### src/rtl/ec_point_sub.sv
// Elliptic-curve point subtraction P = R - Q over GF(p), computed as R + (-Q).
// A sequential Fermat inverter (den^(p-2), square-and-multiply) supplies the slope denominator inverse.
module ec_point_sub #(
    parameter int W = 6
) (
    input  logic         clk,
    input  logic         rst_n,
    input  logic         in_valid,
    input  logic [W-1:0] in_Rx,
    input  logic [W-1:0] in_Ry,
    input  logic [W-1:0] in_Qx,
    input  logic [W-1:0] in_Qy,
    input  logic [W-1:0] in_prime,
    input  logic [W-1:0] in_a,
    output logic         out_valid,
    output logic [W-1:0] out_Px,
    output logic [W-1:0] out_Py,
    output logic         out_inf
);

    localparam int CW = (W > 1) ? $clog2(W) : 1;
    localparam int PW = 2 * W + 2;
    localparam int SW = W + 2;

    typedef enum logic [2:0] {
        S_IDLE,
        S_PREP,
        S_INV,
        S_SLOPE,
        S_XCALC,
        S_YCALC
    } state_t;

    state_t r_state, w_state_next;

    logic [W-1:0]  r_rx, r_ry, r_qx, r_nqy, r_p, r_a;
    logic [W-1:0]  r_num, r_den, r_acc, r_e, r_s, r_px;
    logic [CW-1:0] r_cnt;
    logic          r_inf;
    logic          r_out_valid, r_out_inf;
    logic [W-1:0]  r_out_px, r_out_py;

    function automatic logic [W-1:0] f_mulmod(input logic [W-1:0] x, input logic [W-1:0] y,
                                              input logic [W-1:0] m);
        logic [PW-1:0] prod;
        prod = PW'(x) * PW'(y);
        return W'(prod % PW'(m));
    endfunction

    function automatic logic [W-1:0] f_red(input logic [SW-1:0] v, input logic [W-1:0] m);
        return W'(v % SW'(m));
    endfunction

    // Negated subtrahend y: (p - Qy) mod p, so Qy = 0 maps to 0 rather than p.
    logic [W-1:0] w_nqy;
    assign w_nqy = (in_Qy == '0) ? '0 : in_prime - in_Qy;

    logic [W-1:0] w_rx_sq, w_dbl_num, w_dbl_den, w_gen_num, w_gen_den;
    assign w_rx_sq   = f_mulmod(r_rx, r_rx, r_p);
    assign w_dbl_num = f_red(SW'(3) * SW'(w_rx_sq) + SW'(r_a), r_p);
    assign w_dbl_den = f_red(SW'(r_ry) << 1, r_p);
    assign w_gen_num = f_red(SW'(r_nqy) + SW'(r_p) - SW'(r_ry), r_p);
    assign w_gen_den = f_red(SW'(r_qx) + SW'(r_p) - SW'(r_rx), r_p);

    logic [W-1:0] w_acc_sq, w_mult, w_acc_next, w_s;
    assign w_acc_sq   = f_mulmod(r_acc, r_acc, r_p);
    assign w_mult     = r_e[r_cnt] ? r_den : W'(1);
    assign w_acc_next = f_mulmod(w_acc_sq, w_mult, r_p);
    assign w_s        = f_mulmod(r_num, r_acc, r_p);

    logic [W-1:0]  w_s_sq, w_px, w_ys, w_py;
    logic [SW-1:0] w_dx;
    assign w_s_sq = f_mulmod(r_s, r_s, r_p);
    assign w_px   = f_red(SW'(w_s_sq) + (SW'(r_p) << 1) - SW'(r_rx) - SW'(r_qx), r_p);
    assign w_dx   = SW'(r_rx) + SW'(r_p) - SW'(r_px);
    assign w_ys   = W'((PW'(r_s) * PW'(w_dx)) % PW'(r_p));
    assign w_py   = f_red(SW'(w_ys) + SW'(r_p) - SW'(r_ry), r_p);

    // NOTE: state registers use non-blocking assignments so every flop samples pre-edge values.
    always_ff @(posedge clk or negedge rst_n) begin
        if (!rst_n) r_state <= S_IDLE;
        else        r_state <= w_state_next;
    end

    // NOTE: the default assignment first keeps this block free of inferred latches.
    always_comb begin
        w_state_next = r_state;
        case (r_state)
            S_IDLE:  if (in_valid) w_state_next = S_PREP;
            S_PREP:  w_state_next = S_INV;
            S_INV:   if (r_cnt == '0) w_state_next = S_SLOPE;
            S_SLOPE: w_state_next = S_XCALC;
            S_XCALC: w_state_next = S_YCALC;
            S_YCALC: w_state_next = S_IDLE;
            default: w_state_next = S_IDLE;
        endcase
    end

    always_ff @(posedge clk or negedge rst_n) begin
        if (!rst_n) begin
            r_rx        <= '0;
            r_ry        <= '0;
            r_qx        <= '0;
            r_nqy       <= '0;
            r_p         <= '0;
            r_a         <= '0;
            r_num       <= '0;
            r_den       <= '0;
            r_acc       <= '0;
            r_e         <= '0;
            r_s         <= '0;
            r_px        <= '0;
            r_cnt       <= '0;
            r_inf       <= 1'b0;
            r_out_valid <= 1'b0;
            r_out_inf   <= 1'b0;
            r_out_px    <= '0;
            r_out_py    <= '0;
        end else begin
            r_out_valid <= 1'b0;
            r_out_inf   <= 1'b0;
            r_out_px    <= '0;
            r_out_py    <= '0;
            case (r_state)
                S_IDLE: begin
                    if (in_valid) begin
                        r_rx  <= in_Rx;
                        r_ry  <= in_Ry;
                        r_qx  <= in_Qx;
                        r_nqy <= w_nqy;
                        r_p   <= in_prime;
                        r_a   <= in_a;
                    end
                end
                S_PREP: begin
                    if (r_rx != r_qx) begin
                        r_num <= w_gen_num;
                        r_den <= w_gen_den;
                        r_inf <= 1'b0;
                    end else if (r_ry == r_nqy) begin
                        r_num <= w_dbl_num;
                        r_den <= w_dbl_den;
                        r_inf <= (w_dbl_den == '0);
                    end else begin
                        r_num <= '0;
                        r_den <= '0;
                        r_inf <= 1'b1;
                    end
                    r_acc <= W'(1);
                    r_cnt <= CW'(W - 1);
                    r_e   <= r_p - W'(2);
                end
                S_INV: begin
                    r_acc <= w_acc_next;
                    r_cnt <= r_cnt - CW'(1);
                end
                S_SLOPE: r_s  <= w_s;
                S_XCALC: r_px <= w_px;
                S_YCALC: begin
                    r_out_valid <= 1'b1;
                    r_out_inf   <= r_inf;
                    r_out_px    <= r_inf ? '0 : r_px;
                    r_out_py    <= r_inf ? '0 : w_py;
                end
                default: ;
            endcase
        end
    end

    assign out_valid = r_out_valid;
    assign out_inf   = r_out_inf;
    assign out_Px    = r_out_px;
    assign out_Py    = r_out_py;

endmodule

### config.mk
export PLATFORM = sky130hd
export DESIGN_NAME = ec_point_sub
export DESIGN_NICKNAME = d
export VERILOG_FILES = /design/src/rtl/ec_point_sub.sv
export SDC_FILE = /design/constraint.sdc
export NUM_CORES = 2
export LEC_CHECK = 0
export BUFFER_PORTS_ARGS = -buffer_cell sky130_fd_sc_hd__buf_2
export CORE_AREA = 4 4 382 384
export CTS_CLUSTER_DIAMETER = 100
export DETAILED_ROUTE_END_ITERATION = 10
export DIE_AREA = 0 0 386 388
export PLACE_DENSITY = 0.52
export SLEW_MARGIN = 0
export SYNTH_ARGS = -nofsm -noshare
export SYNTH_HDL_FRONTEND = slang
export SYNTH_SLANG_ARGS = --single-unit
### constraint.sdc
create_clock -name clk -period 94.5 [get_ports clk]
set_clock_uncertainty 0.05 [all_clocks]
set_input_delay 9.45 -clock clk [delete_from_list [all_inputs] [get_ports clk]]
set_output_delay 9.45 -clock clk [all_outputs]
set_load 0.005 [all_outputs]
**Yosys cells after proc, flatten, opt, wreduce, memory -nomap -nowiden**

Cells that the tools add are included.

- Bits in registers: 93
- Input port bits: 39
- Output and inout bits: 14

- Add/sub/neg operators: 15
- Multipliers: 7
- Div/mod/pow operators: 12
- $lt $le $gt $ge: 1
- Equality and inequality tests: 9
- Multiplexer cells: 21
- Reductions and logical operators: 7

Operator list:

| cell | count |
|---|---|
| $mod 12x6->14 | 5 |
| $mul 6x6->12 | 5 |
| $mux 6 | 10 |
| $mod 8x6->8 | 5 |
| $sub 7x6->8 | 4 |
| $add 6x6->7 | 4 |
| $sub 8x6->8 | 2 |
| $pmux 3 s5 | 1 |
| $mod 14x6->14 | 1 |
| $mul 6x8->14 | 1 |
| $logic_not 6->1 | 2 |
| $pmux 6 s2 | 1 |
| $add 6x7->8 | 1 |
| $add 8x6->8 | 1 |
| $mod 7x6->8 | 1 |
| $mul 2x6->8 const A | 1 |
| $eq 3x2->1 const B | 2 |
| $eq 3x3->1 const B | 2 |
| $eq 6x6->1 | 1 |
| $logic_not 3->1 | 2 |
| $mux 3 | 2 |
| $ne 6x6->1 | 1 |
| $pmux 3 s2 | 1 |
| $sub 6x2->6 const B | 1 |
| other kinds (9) | 15 |

**Depth between registers and ports, before layout**

- Word-level depth: 9
- Depth in mapped cells: 261

**Least setup slack after synthesis**

OpenSTA, ideal clock, no wires.

- Kind: register to register
- Start: register r_p[0]
- End: register r_acc[4]
- Setup time: 0.124 ns
- Arrival time: 52.333 ns
- Required time: 94.326 ns
- Setup slack: 41.993 ns
- Cell stages (with the launch flop): 239
- Buffers on the path: 11
- Clock period less this slack: 52.507 ns
- Cell sequence: dfrtp_1 > clkbuf_1 > inv_1 > buf_1 > ha_1 > o211a_1 > a211oi_1 > nor2_1 > o31ai_1 > ha_1 > nor3_1 > a2111o_1 > or2_2 > o41ai_1 > ha_1 > o211ai_1 > nand2_1 > a31oi_1 > [203 not listed] > o21ai_0 > nand2b_1 > a21o_1 > a21o_1 > a211oi_1 > and3_1 > buf_2 > mux2_2 > ha_1 > a21oi_1 > nor2b_1 > o21ai_0 > nand2b_1 > a221oi_1 > o221ai_1 > nor2_1 > nor3_1 > a211o_1

- Word-level cells in the longest chain between the ends: 4

Ends and longest elaborated chain:

| item | line | text |
|---|---|---|
| from (decl) | 36 | `logic [W-1:0] r_rx, r_ry, r_qx, r_nqy, r_p, r_a;` |
| from (signal assigned) | 131 | `r_p <= in_prime;` |
| $mod 12x6->14 | 47 | `return W'(prod % PW'(m));` |
| $mul 6x6->12 | 46 | `prod = PW'(x) * PW'(y);` |
| $mod 12x6->14 (*) | 47 |  |
| $pmux 6 s2 (*) | 124 | `case (r_state)` |
| to (signal assigned) | 154 | `r_acc <= w_acc_next;` |
| to (decl) | 37 | `logic [W-1:0] r_num, r_den, r_acc, r_e, r_s, r_px;` |

Mark *: on every way between the ends. The rest lies on a longest branch, timed or not.
A chain may end at the register's enable or synchronous reset.

**Worst setup path in the final report**

- Start: register r_acc[0]
- End: register r_acc[4]

- Word-level cells in the longest chain between the ends: 5

Ends and longest elaborated chain:

| item | line |
|---|---|
| $mul 6x6->12 | 46 |
| $mod 12x6->14 | 47 |
| $mul 6x6->12 | 46 |
| $mod 12x6->14 | 47 |
| $pmux 6 s2 | 124 |

No other way between the ends.

==> summary.txt <==
Critical path
  – CP Launch Type: register
  – Critical path's most frequent cell: o21a_1
  – CP max-delay cell: nor3_1
  – Crit path kind: register to register
  – Worst path arrival time: 58.45 ns
  – Critical Path Fanout Max: 18
  – Data required, critical path: 94.73 ns
  – Critical Path Sink Type: register
  – R2r setup slk: 36.28 ns
  – Critical Path Max Stage Delay: 0.76 ns

Yosys
  – Post-synthesis sequential area ratio: 0.05486
  – Mapped cell area: 42420 µm²
  – XOR/XNOR share of the synthesized area: 0.05636
  – Top-count cell post-synth: ha_1
  – Post-synth ARST share: 1.000
  – Syn. warnings: 0
  – Post-synthesis adder-cell area fraction: 0.3002
  – Synth area leader: ha_1
  – Cells after Synth: 5506
  – Simple-gate share of the synthesized area: 0.2128
  – Top cell type's share of synthesized area: 0.2339
  – Top cells by area, synth: ha_1 23%, fa_1 6.6%, o21a_1 6.5%
  – Yosys cell types: 119
  – Largest family of logic cells by synthesized area: adder cells
  – Mean Syn Cell Area: 7.705 µm²
  – Synth Area in Compound Gates: 0.2629
  – Most used DFF post-synth: dfrtp_1
  – Post-synth EDFFs: 0
  – Mux share of post-synthesis cell area: 0.07061
  – Synthesis-stage register bit count: 93
  – Synth top cells by count: 793 x ha_1, 421 x nand2_1, 416 x nor2_1

GRT
  – Initial antenna violation count: 3
  – Largest net degree at the start of global routing: 61
  – Vias in the first global route: 38934
  – First-pass GRT wire length: 203100 µm
  – GRT Total Usage: 0.1639
  – Congestion Overflow GR: 0

Floorplan
  – # IOs: 53
  – Core Footprint: 142800 µm²
  – Initial Utilization: 0.2971
  – Die W: 386 µm
  – Die height: 388 µm
  – Die ar.: 149800 µm²
  – Row count: 139

Finish
  – Area growth syn-to-layout: 7.022%
  – Final net count: 6495
  – Share of layout cells above drive strength 1: 0.07542

Detailed routing
  – Number of DRC markers in iteration 0: 2248
  – Detailed Routing Iterations Pass 1: 5
  – Vias: 39901
  – Wire per inst: 16.79 µm
  – Routed Antenna Nets: 0
  – DRT Wirelength: 124800 µm
  – Post-DR vias/cell: 5.368
  – # DRC: 0

STA
  – Worst slew pin tran: 1.024 ns
  – Unrepaired setup endpoints after global routing: false
  – Slew headroom: 0.3125
  – Period utilization: 0.6161
  – Max Clock Freq: 17.18 MHz
  – Fin crit period: 58.22 ns
  – Final setup fails: 0
  – Final Hold Violating Endpoints: 0
  – Setup TNS: 0 ns
  – Slew Viols, Final: 0

CTS
  – Post-cts repair resize count: 0
  – Cts bufs inserted: 9
  – Post-CTS setup buffers: 0
  – Hold buffer count at cts: 0
  – Clock tree root buffer cell: clkbuf_16
  – Clock Sinks: 93
  – TritonCTS clock tree: done
  – CTS Buffer Depth: 2
  – Clk slew on worst S/H paths: 0.08 ns
  – Clk_lat worst skew: 0.40 ns
  – # H-tree levels: 3

Run status
  – Status: finished clean

Place
  – Routability cong.: 0.8597
  – IO buf count: 52
  – DP HPWL: 100700 µm

Min path
  – Hold WC Path Type: register to register

Run
  – Max Cap Viol: 0
## critical path, delay by kind of cell, from the launching register on
kind	cells	cell delay, ns
simple gates	62	13.76
buf+inv	8	0.58
xor+xnor	1	0.19
mux	9	2.99
fa+ha+maj	32	11.32
compound gates	125	28.49
flops	1	0.57
## stage by stage
step / instance area [µm²] / setup WS [ns] / cells / hold slack [ns] / utilization
global route: 45400 / 30.86 / 7432 / 0.4941 / 0.3179
finish: 45400 / 36.28 / 7433 / 0.4366 / 0.3180
CTS: 45400 / 36.45 / 7432 / 0.4378 / 0.3179
floorplan: 42460 / 41.99 / 5516 / 0.3946 / -
global placement: 45110 / 38.06 / 7416 / 0.4098 / 0.3159
detailed placement: 45110 / 36.69 / 7416 / 0.4213 / 0.3159
## layer usage
metal	wire, µm	vias to the layer above	share of wire	GRT usage
met1	61440	18954	0.49	0.2248
met4	1426	2	0.011	0.02384
li1	-	20365	-	-
met5	17	-	0.00014	0
met2	58610	514	0.47	0.2858
met3	3318	66	0.027	0.01167
## layout make-up
type                            instances  area (µm²)
Antenna cell                            1       2.502
Clock buffer                            9       225.2
Clock inverter                          7       67.56
Fill cell                           15158       97380
Inverter                              368        1406
Multi-Input combinational cell       4959       38380
Sequential cell                        93        2330
Tap cell                             1903        2381
Timing Repair Buffer                   93       608.1
## placed cells by master, fill, tap and decap left out, drive strengths merged, types with 166 or more instances in the layout
cell type and count:
inv 371, mux2 166, nand2 422, nor2 419, a21oi 333, o21a 373
ha 793, nor3 341, o21ai 359, xnor2 182
## worst paths after layout
check	end	depth (start not counted)	startpoint
max	r_acc[4]	237	r_acc[0]
min in group asynchronous	r_acc[0]	1	rst_n
min	r_e[0]	2	r_e[0]
min reg2reg	r_e[0]	2	r_e[0]
max reg2reg	r_acc[4]	237	r_acc[0]
max in group asynchronous	r_p[0]	2	rst_n
## sequential cells by signal, indices dropped and copies added, names as in the netlist, 3 cells and up
| name | count |
|---|---|
| r_a | 6 |
| r_acc | 6 |
| r_den | 6 |
| r_px | 6 |
| r_s | 6 |
| out_Py | 6 |
| r_ry | 6 |
| r_qx | 6 |
| r_state | 3 |
| r_cnt | 3 |
| r_rx | 6 |
| r_p | 6 |
| r_e | 6 |
| r_nqy | 6 |
| out_Px | 6 |
| r_num | 6 |
## kinds of logic (layout without fill, tap and decap cells)
logic type      count (synthesis)  in the layout
buf+inv                       464            477
simple gates                 1805           1805
mux                           273            273
other cells                     1             12
compound gates               1662           1662
fa+ha+maj                     935            935
flops                          93             93
xor+xnor                      273            273
Power is left out: the tool's default activity adds up to more than one toggle a clock period on the data nets, which glitch-free logic cannot reach.
